**config.mk**
```make
export PLATFORM = sky130hd
export DESIGN_NAME = mul_div_unit
export DESIGN_NICKNAME = d
export VERILOG_FILES = /design/src/rtl/md_pkg.sv /design/src/rtl/md_abs32.sv /design/src/rtl/mul_div_unit.sv
export SDC_FILE = /design/constraint.sdc
export NUM_CORES = 1
export LEC_CHECK = 0
export BUFFER_PORTS_ARGS = -buffer_cell sky130_fd_sc_hd__buf_2
export CAP_MARGIN = 20
export CORE_MARGIN = 2
export CORE_UTILIZATION = 30
export CTS_BUF_LIST = sky130_fd_sc_hd__clkbuf_8
export CTS_CLUSTER_DIAMETER = 60
export DETAILED_ROUTE_END_ITERATION = 6
export PLACE_DENSITY = 0.53
export SYNTH_ARGS = -nofsm -noshare
export SYNTH_HDL_FRONTEND = slang
export SYNTH_HIERARCHICAL = 1
export SYNTH_SLANG_ARGS = --single-unit
```
**constraint.sdc**
```tcl
create_clock -name clk -period 4.4 [get_ports clk]
set_input_delay 0.22 -clock clk [delete_from_list [all_inputs] [get_ports clk]]
set_output_delay 0.22 -clock clk [all_outputs]
set_load 0.01 [all_outputs]
```
**src/rtl/md_pkg.sv**
```systemverilog
// Shared definitions for the iterative RV32M multiply/divide unit:
// operation encodings, FSM states, iteration count and a wide negate helper.
package md_pkg;

  localparam int ITER = 32;

  typedef enum logic [2:0] {
    OP_MUL    = 3'b000,
    OP_MULH   = 3'b001,
    OP_MULHSU = 3'b010,
    OP_MULHU  = 3'b011,
    OP_DIV    = 3'b100,
    OP_DIVU   = 3'b101,
    OP_REM    = 3'b110,
    OP_REMU   = 3'b111
  } op_e;

  typedef enum logic [1:0] {
    S_IDLE = 2'b00,
    S_CALC = 2'b01,
    S_FIN  = 2'b10
  } state_e;

  function automatic logic [63:0] neg64(input logic [63:0] v);
    return (~v) + 64'd1;
  endfunction

endpackage

```
**src/rtl/md_abs32.sv**
```systemverilog
// Conditional two's-complement negation; used both to take operand magnitudes
// and to restore the sign of a divide result.
module md_abs32
  import md_pkg::*;
(
  input  logic [31:0] val,
  input  logic        neg,
  output logic [31:0] res
);

  assign res = neg ? ((~val) + 32'd1) : val;

endmodule

```
**src/rtl/mul_div_unit.sv**
```systemverilog
// Iterative RV32M multiply/divide unit: one shift-add or restoring-divide step
// per cycle, fixed 33-cycle latency from the accepting edge to DONE.
module mul_div_unit
  import md_pkg::*;
(
  input  logic        clk,
  input  logic        rst,
  input  logic        start,
  input  logic [2:0]  op,
  input  logic [31:0] a,
  input  logic [31:0] b,
  output logic        busy,
  output logic        done,
  output logic [31:0] y
);

  state_e      state, state_next;
  op_e         op_in, op_q;
  logic [63:0] acc;
  logic [31:0] opb;
  logic [5:0]  cnt;
  logic        neg_res;

  logic        a_signed, b_signed, sa, sb, neg_next;
  logic [31:0] mag_a, mag_b;
  logic [32:0] mul_sum;
  logic [63:0] mul_step;
  logic [33:0] div_diff;
  logic [63:0] div_step;
  logic [63:0] prod;
  logic [31:0] div_raw, div_fixed;
  logic [31:0] result;

  assign op_in    = op_e'(op);
  assign a_signed = (op_in == OP_MULH) || (op_in == OP_MULHSU) ||
                    (op_in == OP_DIV)  || (op_in == OP_REM);
  assign b_signed = (op_in == OP_MULH) || (op_in == OP_DIV) || (op_in == OP_REM);
  assign sa       = a_signed & a[31];
  assign sb       = b_signed & b[31];

  // A zero divisor yields an all-ones quotient magnitude that must stay unsigned,
  // and the remainder always takes the dividend's sign.
  always_comb begin
    neg_next = 1'b0;
    if (!op_in[2])
      neg_next = sa ^ sb;
    else if (op_in[1])
      neg_next = sa;
    else
      neg_next = (sa ^ sb) & (b != 32'd0);
  end

  md_abs32 u_abs_a (.val(a), .neg(sa), .res(mag_a));
  md_abs32 u_abs_b (.val(b), .neg(sb), .res(mag_b));

  assign mul_sum  = {1'b0, acc[63:32]} + (acc[0] ? {1'b0, opb} : 33'd0);
  assign mul_step = {mul_sum, acc[31:1]};

  assign div_diff = {1'b0, acc[63:31]} - {2'b00, opb};
  assign div_step = div_diff[33] ? {acc[62:0], 1'b0}
                                 : {div_diff[31:0], acc[30:0], 1'b1};

  assign prod    = neg_res ? neg64(acc) : acc;
  assign div_raw = op_q[1] ? acc[63:32] : acc[31:0];

  md_abs32 u_abs_res (.val(div_raw), .neg(neg_res), .res(div_fixed));

  always_comb begin
    result = div_fixed;
    if (!op_q[2])
      result = (op_q == OP_MUL) ? prod[31:0] : prod[63:32];
  end

  // State register.
  always_ff @(posedge clk) begin
    if (rst)
      state <= S_IDLE;
    else
      state <= state_next;
  end

  // Next-state logic: the counter reaching the last iteration ends CALC.
  always_comb begin
    state_next = state;
    case (state)
      S_IDLE:  if (start) state_next = S_CALC;
      S_CALC:  if (cnt == 6'(ITER - 1)) state_next = S_FIN;
      S_FIN:   state_next = S_IDLE;
      default: state_next = S_IDLE;
    endcase
  end

  assign busy = (state != S_IDLE);

  // Datapath: operands are captured only on acceptance, so requests arriving
  // mid-operation cannot disturb the computation in flight.
  always_ff @(posedge clk) begin
    if (rst) begin
      acc     <= 64'd0;
      opb     <= 32'd0;
      cnt     <= 6'd0;
      op_q    <= OP_MUL;
      neg_res <= 1'b0;
      y       <= 32'd0;
      done    <= 1'b0;
    end else begin
      done <= 1'b0;
      case (state)
        S_IDLE: begin
          if (start) begin
            op_q    <= op_in;
            cnt     <= 6'd0;
            neg_res <= neg_next;
            if (op_in[2]) begin
              acc <= {32'd0, mag_a};
              opb <= mag_b;
            end else begin
              acc <= {32'd0, mag_b};
              opb <= mag_a;
            end
          end
        end
        S_CALC: begin
          cnt <= cnt + 6'd1;
          acc <= op_q[2] ? div_step : mul_step;
        end
        S_FIN: begin
          y    <= result;
          done <= 1'b1;
        end
        default: ;
      endcase
    end
  end

endmodule

```
==> results.txt, run 1 <==
The run gives 0.338 as the part of the power in registers. The area growth from synthesis to final layout was 10.4%. Cell total after placement: 2667. After the first detailed-routing iteration, the DRC count stood at 1432. The clock drives 141 sinks. The net switching fraction of the power came out at 0.425.

The final total negative setup slack is 0 ns. The most common library cell in the layout ignoring fill and taps is sky130_fd_sc_hd__nor2_1. The initial antenna violation count came out at 2. The path with the worst hold slack has its endpoint at opb[0]$_SDFFE_PP0P_.

In the layout the commonest cells are sky130_fd_sc_hd__nor2_1 (189), sky130_fd_sc_hd__nand2_1 (154), sky130_fd_sc_hd__xnor2_1 (146), sky130_fd_sc_hd__dfxtp_1 (139), sky130_fd_sc_hd__mux2i_1 (130). The worst register-to-register path has a depth of 11. The run gives 0.185 as the sequential fraction of the synthesis area.

Sorting the synthesized cells by area gives the leading types as sky130_fd_sc_hd__dfxtp_1 (18%), sky130_fd_sc_hd__mux2i_1 (8.5%), sky130_fd_sc_hd__xnor2_1 (8.4%). The tools report the antenna cell count as 0. Final hold analysis gives a worst-case slack of 0.125 ns. The largest vdd supply drop came out at 0.164 mV.

The share of total power in combinational logic was 0.409. Of all nets on the critical path, the largest fanout is 16. The core region is 50300 sq um.

The first global-routing pass estimated 88300 microns of wire. In this run, CTS created clock tree buffers numbering 17. TritonCTS built the clock tree.

For the worst-case headroom to the max-slew limit, the log shows 0.298. The critical path is of the reg2reg type. The number of synthesized flops with an enable pin is 0, and the net count reported at finish is 2157. The number of pins with negative max-slew slack in the final report is 0. In this run the number of H-tree levels came out at 4. The post-DP HPWL is 44800 microns. Counting instances, the worst hold path has a depth of 3. Setup repair after global routing left no endpoint under its margin.

Worst reg2reg path endpoint: acc[40]$_SDFFE_PP0P_. The internal power of the cells totals 2510 uW. The tree is rooted in a sky130_fd_sc_hd__clkbuf_8. The via count was 15700. Once detail routing completed, the nets flagged for antenna violations numbered 0. The setup check on the worst reg-to-reg path leaves a slack of 0.48 ns. The utilization after layout came out at 0.336.

The design draws 4360 uW. Class of the worst hold path: in2reg. The count of buffers added on input and output ports is 103. The post-synthesis cell type with the largest combined area is sky130_fd_sc_hd__dfxtp_1. The total global-route track usage is 0.213.

The run gives 4.30 ns as the arrival time reported for the critical path endpoint. The netlist uses 81 different library cells. The ratio of cells with drive above 1 in the final layout is 0.139, and the routed wire length is 57700 microns. After global routing the overflow that remains totals 0. The run gives 0 as the final-report hold violation count.

The share of the clock period used by the worst path after layout was 0.891; the total die area was 52800 sq um. For the pin with the worst max-slew slack, the measured transition is 1.05 ns. The tools report the initial core utilization as 0.304. After the flow finishes, the layout carries non-filler instances totaling 2701. The area fraction of the dominant cell type after synthesis was 0.185; the cell area after synthesis was 15300 sq um. During synthesis, Yosys emitted a total of 6 warnings.

The horizontal die dimension was 230 microns. In this run the mean area of a mapped cell was 7.64 sq um. The insertion delay to the later sink of the worst-skew pair is 0.51 ns.

STA classifies the critical path endpoint as a flip-flop. Synthesis produced a netlist whose cell count is 2000. The worst setup path is launched from a flip-flop. The via count of the first global-routing pass is 14800, and the ratio of total power to cell area is 258 nW/um^2. For this run, the detailed router's first-pass iteration total came to 5. The flow ran to the end, and the final reports show no timing, DRC or antenna violations. The worst hold path begins at a[0].

Most frequently used flop master after synthesis: sky130_fd_sc_hd__dfxtp_1. The clock skew after layout is 0.0238 ns. The required time at the worst-slack endpoint came out at 4.78 ns.

Based on the critical path, the design can be clocked at up to 255 MHz. The DRC violation count after routing came out at 0. In the routed layout, each cell is associated on average with a via count of 5.81. The number of flip-flops and latches in the synthesized netlist is 141, and the minimum clock period after layout is 3.92 ns. The post-detailed-route wirelength per cell was 21.4 microns; the clock share of power was 0.253. The total of max-cap violations is 0.

Post-CTS repair changed the size of 0 cells. The fraction of synthesis flops using an asynchronous set or reset pin came out at 0. Synthesis produced a netlist with a net count of 2141. The tools report the net load switching power as 1850 uW. For the leakage component of the power, the log shows 0.00643 uW. Entering global routing, the biggest net connects 72 pins.

The die is 230 microns tall. Routability-driven placement finished with a final weighted congestion of 0.943. The clock passes through at most 2 buffers. The startpoint identified for the worst register-to-register timing path is acc[45]$_SDFFE_PP0P_. The logs give 82 for the cell row count and 0 for the final number of setup-violating endpoints.

Clock-pin slew reported for the worst setup and hold paths after clock tree synthesis: 0.09 ns. The run gives 104 as the I/O pin total.
==> layer usage <==
metal | track usage | wire, microns | up-vias | share of wire
met4 | 0.0790 | 2060 | 0 | 0.036
met2 | 0.328 | 24700 | 608 | 0.43
met3 | 0.0337 | 4010 | 82 | 0.069
met5 | 0 | 0 | - | 0
met1 | 0.299 | 26900 | 7546 | 0.47
li1 | - | - | 7454 | -
==> worst max-delay path: stages (launching register included) <==
cell,delay (ns)
sky130_fd_sc_hd__dfxtp_1,0.62
sky130_fd_sc_hd__ha_1,0.33
sky130_fd_sc_hd__nand4_1,0.19
sky130_fd_sc_hd__or2_2,0.34
sky130_fd_sc_hd__nor3_1,0.36
sky130_fd_sc_hd__o21a_1,0.25
sky130_fd_sc_hd__a2111oi_0,0.10
sky130_fd_sc_hd__buf_4,0.19
sky130_fd_sc_hd__a41oi_4,0.61
sky130_fd_sc_hd__buf_4,0.41
sky130_fd_sc_hd__mux2i_1,0.25
sky130_fd_sc_hd__o221ai_1,0.12
==> worst max-delay path by stage <==
stage / start / end / slack (ns) / depth (start not counted)
floorplan: acc[31]$_SDFFE_PP0P_ / acc[58]$_SDFFE_PP0P_ / 1.09 / 14
global placement: acc[45]$_SDFFE_PP0P_ / acc[54]$_SDFFE_PP0P_ / 0.48 / 11
global route: acc[45]$_SDFFE_PP0P_ / acc[40]$_SDFFE_PP0P_ / 0.24 / 11
detailed placement: acc[45]$_SDFFE_PP0P_ / acc[40]$_SDFFE_PP0P_ / 0.52 / 11
finish: acc[45]$_SDFFE_PP0P_ / acc[40]$_SDFFE_PP0P_ / 0.48 / 11
CTS: acc[45]$_SDFFE_PP0P_ / acc[40]$_SDFFE_PP0P_ / 0.50 / 11
==> sequential cells by signal, indices dropped and copies added (netlist names) <==
signal   cells
acc         64
opb         32
y           32
cnt          6
op_q         3
state        2
done         1
neg_res      1
==> through the flow <==
stage / setup slack [ns] / cell area, sq um
after floorplan: 1.09 / 15300
after global placement: 0.483 / 16500
after detailed placement: 0.519 / 16500
after CTS: 0.504 / 16900
after global routing: 0.238 / 16900
final: 0.481 / 16900
==> final cells by class <==
type                       count  area, sq um
fill                        5455        33400
multi-input combinational   1637        11600
sequential                   141         2830
timing repair buffer         160          953
tap                          672          841
clock buffer                  20          275
inverter                      59          221
clock inverter                12          110
==> synthesized netlist by cell type (all sizes together), types with 5 or more instances <==
cell type  count
a211oi       119
or4           12
mux2i        130
a311oi         5
buf           27
mux2          30
o211ai        11
or2            8
or2b           6
a21oi        108
clkbuf       136
a221o          5
nand2b        21
o21ai        126
ha            69
nand2        156
o31ai         36
nor2b         13
dfxtp        141
nand3b         7
o41ai         40
nand3         29
nand4         31
xor2          45
nor4          38
and2           8
inv           59
nor3b          5
or3           18
nor3          48
o21a          12
a221oi         5
a21o          34
o21bai         6
o221ai         9
a31oi         21
and3          12
xnor2        146
a22oi         19
nor2         191
==> kinds of logic after synthesis <==
kind of cell | Yosys count | share of synthesized area
DFF | 141 | 0.185
adders and majority gates | 71 | 0.0591
AOI/OAI and AO/OA | 597 | 0.269
muxes | 160 | 0.107
and+or+nand+nor | 618 | 0.213
buffers and inverters | 222 | 0.0570
xor gates and xnor gates | 191 | 0.109
==> power groups by stage <==
| stage | sequential, uW | clock, uW | combinational (uW) |
|---|---|---|---|
| floorplan | 1410 | 0 | 1270 |
| global placement | 1490 | 0 | 1750 |
| detailed placement | 1500 | 0 | 1750 |
| CTS | 1470 | 1120 | 1760 |
| global route | 1480 | 1170 | 1940 |
| finish | 1470 | 1100 | 1780 |
==> what timing repair did <==
item,in CTS,in global routing
setup buffers,0,0
hold buffers,2,0
hold endpoints to repair,2,0
Note: power is estimated with default switching activity, not from simulation.
==> inputs of run 2 (changes only) <==
ABC_AREA = 1   (was default)
CORE_UTILIZATION = 38   (was 30)
PLACE_DENSITY = 0.62   (was 0.53)
SYNTH_HIERARCHICAL = default   (was 1)
==> results.txt, run 2 <==
TritonCTS built the clock tree. The number of buffers inserted by port buffering was 103 (unchanged). Via density per instance: 5.47 (-5.9%). The part of the power in registers was 0.280 (-0.058). The count of TritonRoute iterations in the first routing pass was 7 (+2). The class of the worst hold path was in2reg.

The peak-usage layer in the global routing report was met2. The share of total power in combinational logic is 0.511 (+0.102), and the leakage component of the power is 0.0106 uW (+65%). The post-DP HPWL is 69300 microns (+55%). The logs give 0 (unchanged) for the total of max-cap violations and 0.152 (-0.0322) for the sequential fraction of the synthesis area. The post-detailed-route wirelength per cell came out at 20.2 microns (-5.7%). The core box area is 47900 sq um (-4.6%). The logs give 0 (unchanged) for the number of pins with negative max-slew slack in the final report and 127000 microns (+44%) for the first-pass GRT wire length. The ratio of cells with drive above 1 in the final layout was 0.0657 (-0.0738). The start-to-end type of the worst setup path was reg2reg. The highest clock frequency the design can meet is 300 MHz (+17%), and the clock-pin slew reported for the worst setup and hold paths after clock tree synthesis is 0.09 ns (about the same). The final instance area was 20000 sq um (+18%). In the final layout, the registers with the most flip-flops are acc: 64 flops, opb: 32 flops, y: 32 flops.

The largest register by flop count is acc. The flip-flop count of the largest register, all copies and words added was 64 (unchanged). The arrival time reported for the critical path endpoint came out at 3.79 ns (-0.51 ns).

For the CTS buffer count, the log shows 17 (unchanged). The net load switching power came out at 2810 uW (+52%). The run gives 104 (unchanged) as the I/O pin total. The tools report the net count reported at finish as 3752 (+74%).

The largest net degree at the start of global routing is 65 (-9.7%), and the clock skew after layout is 0.0273 ns (+0.00350 ns). The flow ran to the end, but the final reports show violations. The ratio of total power to cell area is 270 nW/um^2 (+4.7%).

For the synthesized instance count, the log shows 3575 (+79%). The final global-route overflow total is 0 (unchanged), and the number of sinks driven by the clock tree is 141 (unchanged). The tree is rooted in a sky130_fd_sc_hd__clkbuf_8. The via count came out at 23200 (+48%).

The worst-margin pin slew came out at 1.12 ns (+0.0672 ns). Ranked by total cell area, the synthesized netlist is headed by sky130_fd_sc_hd__nand2_1 (25%), sky130_fd_sc_hd__dfxtp_1 (15%), sky130_fd_sc_hd__inv_1 (10%). The initial core utilization is 0.386 (+0.0822), and the post-place instance area is 19500 sq um (+19%).

The cell row count is 80 (-2.4%). The final standard cell count with taps included and fillers excluded is 4240 (+57%), and the area growth from synthesis to final layout is 7.79%. The setup slack after layout was 1.06 ns (+0.581 ns); the area fraction of the dominant cell type after synthesis was 0.247 (+0.0624).

The library cell used most frequently in the layout, excluding fill and tap cells, is sky130_fd_sc_hd__nand2_1. The top cell types in the final layout, fill and taps aside, are sky130_fd_sc_hd__nand2_1 (1219), sky130_fd_sc_hd__inv_1 (517), sky130_fd_sc_hd__nor2_1 (395), sky130_fd_sc_hd__nand3_1 (317), sky130_fd_sc_hd__a21oi_1 (227). The worst slack at placement is 1.18 ns (+0.658 ns), and the total die area is 50500 sq um (-4.3%). The logs give 1 (+1) for the DRC violation count after routing and 0 (unchanged) for the number of nets still failing antenna checks after routing. The total global-route track usage was 0.335 (+0.121); the initial detailed-routing violation count was 2648 (+85%).

The tools report the via count of the first global-routing pass as 20800 (+40%). The run gives 3716 (+74%) as the synthesized net count. Setup repair after global routing left no endpoint under its margin. The post-synthesis cell type with the largest combined area is sky130_fd_sc_hd__nand2_1. The average size of a mapped cell was 5.18 sq um (-32%); the cell area after synthesis was 18500 sq um (+21%). The logs give 1.06 ns (+0.58 ns) for the reg2reg setup slack and 2590 uW (+3.2%) for the internal power.

The logs give 85500 microns (+48%) for the routed wire length and 0.57 ns (+0.06 ns) for the insertion delay to the later sink of the worst-skew pair. The die extent in y was 225 microns (-2.2%). The tools report the placer's final routability congestion estimate as 1.04 (+9.8%). The utilization after layout is 0.416 (+0.0808).

Sorting the synthesized cells by how often they occur yields sky130_fd_sc_hd__nand2_1 (1219), sky130_fd_sc_hd__inv_1 (517), sky130_fd_sc_hd__nor2_1 (397), sky130_fd_sc_hd__nand3_1 (317), sky130_fd_sc_hd__a21oi_1 (227). The fraction of synthesis flops using an asynchronous set or reset pin is 0 (unchanged), and the final total negative setup slack is 0 ns (unchanged). Net switching fraction of the power: 0.521 (+0.0958). The launching element type of the critical path is a flip-flop. Largest vdd supply drop: 0.261 mV (+59%). The clock share of power came out at 0.209 (-0.044). The met2 track utilization from global routing is 0.476 (+0.148), and the number of synthesized flops with an enable pin is 0 (unchanged). For the cell total after placement, the log shows 4202 (+58%).

The most used standard cell by instance count after synthesis was sky130_fd_sc_hd__nand2_1. The minimum clock period after layout works out to 3.34 ns (-0.581 ns). The worst-case headroom to the max-slew limit was 0.255 (-0.0425); the met3 track utilization from global routing was 0.0867 (+0.0530).

The number of buffers on the longest clock path is 2 (unchanged), and the number of levels in the clock H-tree is 4 (unchanged). The share of the clock period used by the worst path after layout came out at 0.759 (-0.132). The most frequently used flop master after synthesis was sky130_fd_sc_hd__dfxtp_1. The tools report the final-report hold violation count as 0 (unchanged).

The horizontal die dimension came out at 225 microns (-2.2%). The required time at the worst-slack endpoint was 4.86 ns (+0.08 ns). The worst setup path is captured at a flip-flop.

The number of warning messages in the yosys log was 0 (-6). The final reports fail on DRC. Global-route track usage on met1: 0.463 (+0.164). Biggest fanout along the worst timing path: 41 (+25). The number of flip-flops and latches in the synthesized netlist came out at 141 (unchanged). Count of unique library cells instantiated by Yosys: 51 (-37%).

The initial antenna violation count is 2 (unchanged), and the final number of setup-violating endpoints is 0 (unchanged).
==> run 2: timing repair <==
action | 4_1_cts | 5_1_grt
hold buffers | 3 | 1
endpoints found under the hold margin | 2 | 1
setup buffers | 0 | 0
resized for setup | 0 | 0
==> run 2: power by group through the flow <==
stage          sequential [uW]  combinational, uW  clock, uW
2_1_floorplan             1450               1850          0
3_3_place_gp              1530               2670          0
3_5_place_dp              1530               2650          0
4_1_cts                   1500               2660       1150
5_1_grt                   1520               3010       1200
6_report                  1510               2760       1130
==> run 2: worst paths after layout <==
check        depth (start not counted)              endpoint                 start
max reg2reg                         16  acc[44]$_SDFFE_PP0P_  acc[53]$_SDFFE_PP0P_
min                                  3  op_q[0]$_SDFFE_PP0P_                 op[0]
max                                 16  acc[44]$_SDFFE_PP0P_  acc[53]$_SDFFE_PP0P_
min reg2reg                          2    y[19]$_SDFFE_PP0P_    y[19]$_SDFFE_PP0P_
==> run 2: logic make-up (layout without fill, tap and decap cells) <==
kind of cell,count (synthesis),count (layout),synth area share
buffers and inverters,655,704,0.138
other,0,1,0
AO/OA/AOI/OAI,557,557,0.165
AND/OR/NAND/NOR,2091,2091,0.468
adder cells (fa/ha/maj),71,71,0.0488
flip-flops,141,141,0.152
XOR/XNOR,60,60,0.0284
==> run 2: cell type report <==
cell class,instances,area [sq um]
Fill cell,5516,28000
Multi-Input combinational cell,2779,13200
Sequential cell,141,2830
Inverter,528,1980
Timing Repair Buffer,144,850
Tap cell,615,769
Clock buffer,18,248
Clock inverter,14,135
Antenna cell,1,2.50
==> run 2: per-stage QoR <==
stage / hold WS, ns / power (uW)
3_5_place_dp: 0.454 / 4180
6_report: 0.0401 / 5400
4_1_cts: 0.000368 / 5310
3_3_place_gp: 0.451 / 4200
5_1_grt: 0.0436 / 5730
2_1_floorplan: 0.379 / 3300
==> run 2: critical path, cell delays in order, from the launching register on <==
cell	delay [ns]
sky130_fd_sc_hd__dfxtp_1	0.70
sky130_fd_sc_hd__ha_1	0.40
sky130_fd_sc_hd__nand2_1	0.11
sky130_fd_sc_hd__nand2_1	0.05
sky130_fd_sc_hd__inv_1	0.06
sky130_fd_sc_hd__nor2_1	0.04
sky130_fd_sc_hd__nor2_1	0.12
sky130_fd_sc_hd__nand2_1	0.08
sky130_fd_sc_hd__nand2_1	0.06
sky130_fd_sc_hd__nand3_1	0.11
sky130_fd_sc_hd__inv_1	0.08
sky130_fd_sc_hd__buf_4	0.22
sky130_fd_sc_hd__nand2_2	0.54
sky130_fd_sc_hd__a21oi_1	0.33
sky130_fd_sc_hd__o21ai_0	0.11
sky130_fd_sc_hd__nand3_1	0.11
sky130_fd_sc_hd__nand2_1	0.06
==> run 2: metal layers <==
metal / share of wire / up-vias
met5: 0.00078 / -
met3: 0.11 / 173
li1: - / 11400
met4: 0.052 / 4
met1: 0.44 / 10400
met2: 0.40 / 1166
==> inputs of run 3 (changes only) <==
PLACE_DENSITY = 0.64   (was 0.62)
clock period = 2.7 ns   (was 4.4 ns; I/O delays follow)
==> results.txt, run 3 (same netlist as run 2, synthesis figures left out) <==
For the reg2reg setup slack, the log shows 0.11 ns (-0.95 ns). The first-pass GRT wire length was 123000 microns (-3.2%). The number of pins with negative max-slew slack in the final report is 0 (unchanged), and the hold slack is 0.0353 ns (-0.00483 ns).

The post-place instance area came out at 20300 sq um (+3.9%). The number of gates on the worst path with buffers counted is 15 (-1), and the total power consumption of the routed design is 8990 uW (+67%). The initial core utilization is 0.386 (unchanged), and the buffer count from post-CTS setup fixing is 0 (unchanged). The number of nets still failing antenna checks after routing came out at 0 (unchanged). The net load switching power is 4570 uW (+62%), and the clock-pin slew reported for the worst setup and hold paths after clock tree synthesis is 0.10 ns (about the same).

The logs give 17 (unchanged) for the CTS buffer count and 0 (unchanged) for the total of max-cap violations. The gate family responsible for the most delay along the worst path was simple AND/OR/NAND/NOR gates. For the leakage component of the power, the log shows 0.0111 uW (+4.5%).

Setup repair after global routing could not meet its margin everywhere. The I/O pin total is 104 (unchanged). The endpoint identified for the worst register-to-register timing path is acc[49]$_SDFFE_PP0P_. The logs give 2743 (+3.6%) for the initial detailed-routing violation count and 0.376 mV (+44%) for the largest vdd supply drop.

Detailed-routed wire length on met2: 32800 microns (-3.6%). STA classifies the critical path endpoint as a flip-flop. The final-report hold violation count is 0 (unchanged).

The flow ran to the end, but the final reports show violations. Most repeated library cell on the critical path: sky130_fd_sc_hd__nand2_1. acc holds more flip-flops than any other register. The delay of the slowest critical-path stage was 0.39 ns (-0.31 ns).

The horizontal die dimension is 225 microns (unchanged). The total die area is 50500 sq um (unchanged). The logs give 20800 sq um (+4.3%) for the final instance area and 4430 uW (+71%) for the internal power. The tools report the total global-route track usage as 0.319 (-0.0157).

The startpoint of the tightest hold check path is a[29]. The number of sinks driven by the clock tree came out at 141 (unchanged). In the layout the commonest cells are sky130_fd_sc_hd__nand2_1 (1217), sky130_fd_sc_hd__inv_1 (515), sky130_fd_sc_hd__nor2_1 (388), sky130_fd_sc_hd__nand3_1 (315), sky130_fd_sc_hd__a21oi_1 (223). The ratio of cells with drive above 1 in the final layout came out at 0.0963 (+0.0306). The logs give 0.54 ns (-0.03 ns) for the insertion delay to the later sink of the worst-skew pair and 0.268 (+0.0131) for the worst-case headroom to the max-slew limit.

The final reports fail on DRC. The cell row count came out at 80 (unchanged). The met1 wire length is 36200 microns (-3.7%), and the area growth from synthesis to final layout is 12.5%. The most common library cell in the layout ignoring fill and taps was sky130_fd_sc_hd__nand2_1.

For the post-DP HPWL, the log shows 66300 microns (-4.3%). For the count of TritonRoute iterations in the first routing pass, the log shows 7 (unchanged). The class of the worst hold path is in2reg. The tools report the last element of the critical path as acc[49]$_SDFFE_PP0P_. The number of buffers inserted by port buffering came out at 103 (unchanged). The net switching fraction of the power was 0.508 (-0.0132). The highest layer touched by signal routing is met4. The arrival time reported for the critical path endpoint came out at 2.98 ns (-0.81 ns). The largest registers in the layout are acc: 64 flops, opb: 32 flops, y: 32 flops. TritonCTS built the clock tree. The buffer and inverter count on the worst path was 4 (+1). The placer's final routability congestion estimate is 1.05 (+1.4%), and the biggest fanout along the worst timing path is 35 (-15%). The share of total power in combinational logic came out at 0.528 (+0.017).

The largest net degree at the start of global routing was 131 (+100%); the depth of the worst register-to-register path was 15 (-1). Via count: 23500 (+1.3%). The net count reported at finish is 3845 (+2.5%).

The routed wire length was 82200 microns (-3.8%). The clock share of power came out at 0.205 (-0.004). The tools report the start of the worst register-to-register path as acc[0]$_SDFFE_PP0P_.

The via density per instance is 5.42 (-0.90%), and the required time at the worst-slack endpoint is 3.09 ns (-1.77 ns). The number of levels in the clock H-tree is 4 (unchanged). The startpoint of the worst setup timing path is acc[0]$_SDFFE_PP0P_.

For the DRC violation count after routing, the log shows 3 (+2). The tools report the via count of the first global-routing pass as 20400 (-1.6%). The final total negative setup slack is 0 ns (unchanged), and the share of the clock period used by the worst path after layout is 0.958 (+0.199). The die extent in y is 225 microns (unchanged), and the highest clock frequency the design can meet is 387 MHz (+29%). The run gives 0 (unchanged) as the final number of setup-violating endpoints. The signal on the critical path passes through buf_12 -> nand2_1 -> inv_1 -> ha_2 -> nand2_1 -> nor2_2 -> inv_1 -> nor2_2 -> nand4_1 -> nand4_1 -> nand3_1 -> nand2_1 -> inv_1 -> nand2_1 -> a21oi_1. Minimum clock period after layout: 2.59 ns (-0.752 ns). The critical path is of the reg2reg type. The tools report the initial antenna violation count as 0 (-2). The cell chosen for the clock root is sky130_fd_sc_hd__clkbuf_8. Among all stages on the critical path, the largest delay is contributed by sky130_fd_sc_hd__ha_2. The number of buffers on the longest clock path was 2 (unchanged); the utilization after layout was 0.435 (+0.0180). The post-detailed-route wirelength per cell was 19.0 microns (-5.9%); the final global-route overflow total was 0 (unchanged).

The flip-flop count of the largest register, all copies and words added works out to 64 (unchanged). The core box area was 47900 sq um (unchanged); the part of the power in registers was 0.267 (-0.013). The tools report the clock skew after layout as 0.0275 ns (+0.000195 ns). Launching element type of the critical path: a flip-flop. The worst-margin pin slew works out to 1.09 ns (-0.0237 ns).

The wire length on met3 was 8680 microns (-6.9%). The ratio of total power to cell area works out to 432 nW/um^2 (+60%).
-- run 3: cell count changes in the layout (fill, tap and decap cells not counted), sizes merged --
cell / before / now
dlygate4sd3: 4 / 6
buf: 140 / 231
-- run 3: area by class of cell --
| class | count | area (sq um) |
|---|---|---|
| Clock inverter | 14 | 150 |
| Tap cell | 615 | 769 |
| Sequential cell | 141 | 2830 |
| Inverter | 528 | 1980 |
| Timing Repair Buffer | 237 | 1610 |
| Fill cell | 5404 | 27100 |
| Multi-Input combinational cell | 2779 | 13200 |
| Clock buffer | 18 | 248 |
| Antenna cell | 1 | 2.50 |
-- run 3: power groups by stage --
stage / logic (uW) / clock network, uW / registers, uW
4_1_cts: 4560 / 1850 / 2380
2_1_floorplan: 3010 / 0 / 2360
5_1_grt: 5170 / 1940 / 2410
3_3_place_gp: 4540 / 0 / 2430
6_report: 4750 / 1840 / 2400
3_5_place_dp: 4530 / 0 / 2430
-- run 3: worst min-delay path by stage --
stage / to / cells past startpoint
after global placement: cnt[5]$_SDFFE_PP0P_ / 2
final: opb[29]$_SDFFE_PP0P_ / 5
after CTS: neg_res$_SDFFE_PP0P_ / 4
after global routing: neg_res$_SDFFE_PP0P_ / 4
after floorplan: opb[0]$_SDFFE_PP0P_ / 2
after detailed placement: cnt[5]$_SDFFE_PP0P_ / 2
-- run 3: per-layer routing --
layer / up-vias / global-route usage
met5: - / 0
met4: 0 / 0.160
met3: 180 / 0.0602
met2: 1293 / 0.457
met1: 10400 / 0.452
li1: 11600 / -
-- run 3: stage by stage --
step | cells | setup slack (ns)
after floorplan | 3575 | 0.237
after global placement | 4294 | -0.0409
after detailed placement | 4294 | 0.00349
after CTS | 4332 | 0.0813
after global routing | 4332 | -0.0461
final | 4333 | 0.114
-- run 3: worst register-to-register path: stages, from the launching register on --
cell and delay, ns:
sky130_fd_sc_hd__dfxtp_1 0.34, sky130_fd_sc_hd__buf_12 0.17, sky130_fd_sc_hd__nand2_1 0.18, sky130_fd_sc_hd__inv_1 0.08, sky130_fd_sc_hd__ha_2 0.39, sky130_fd_sc_hd__nand2_1 0.14, sky130_fd_sc_hd__nor2_2 0.18, sky130_fd_sc_hd__inv_1 0.07
sky130_fd_sc_hd__nor2_2 0.16, sky130_fd_sc_hd__nand4_1 0.18, sky130_fd_sc_hd__nand4_1 0.13, sky130_fd_sc_hd__nand3_1 0.16, sky130_fd_sc_hd__nand2_1 0.13, sky130_fd_sc_hd__inv_1 0.04, sky130_fd_sc_hd__nand2_1 0.05, sky130_fd_sc_hd__a21oi_1 0.05
-- run 3: timing repair --
item / 4_1_cts / 5_1_grt
resized for setup: 1 / 28
hold buffers: 6 / 0
endpoints found under the setup margin: 1 / 21
hold endpoints to repair: 8 / 0
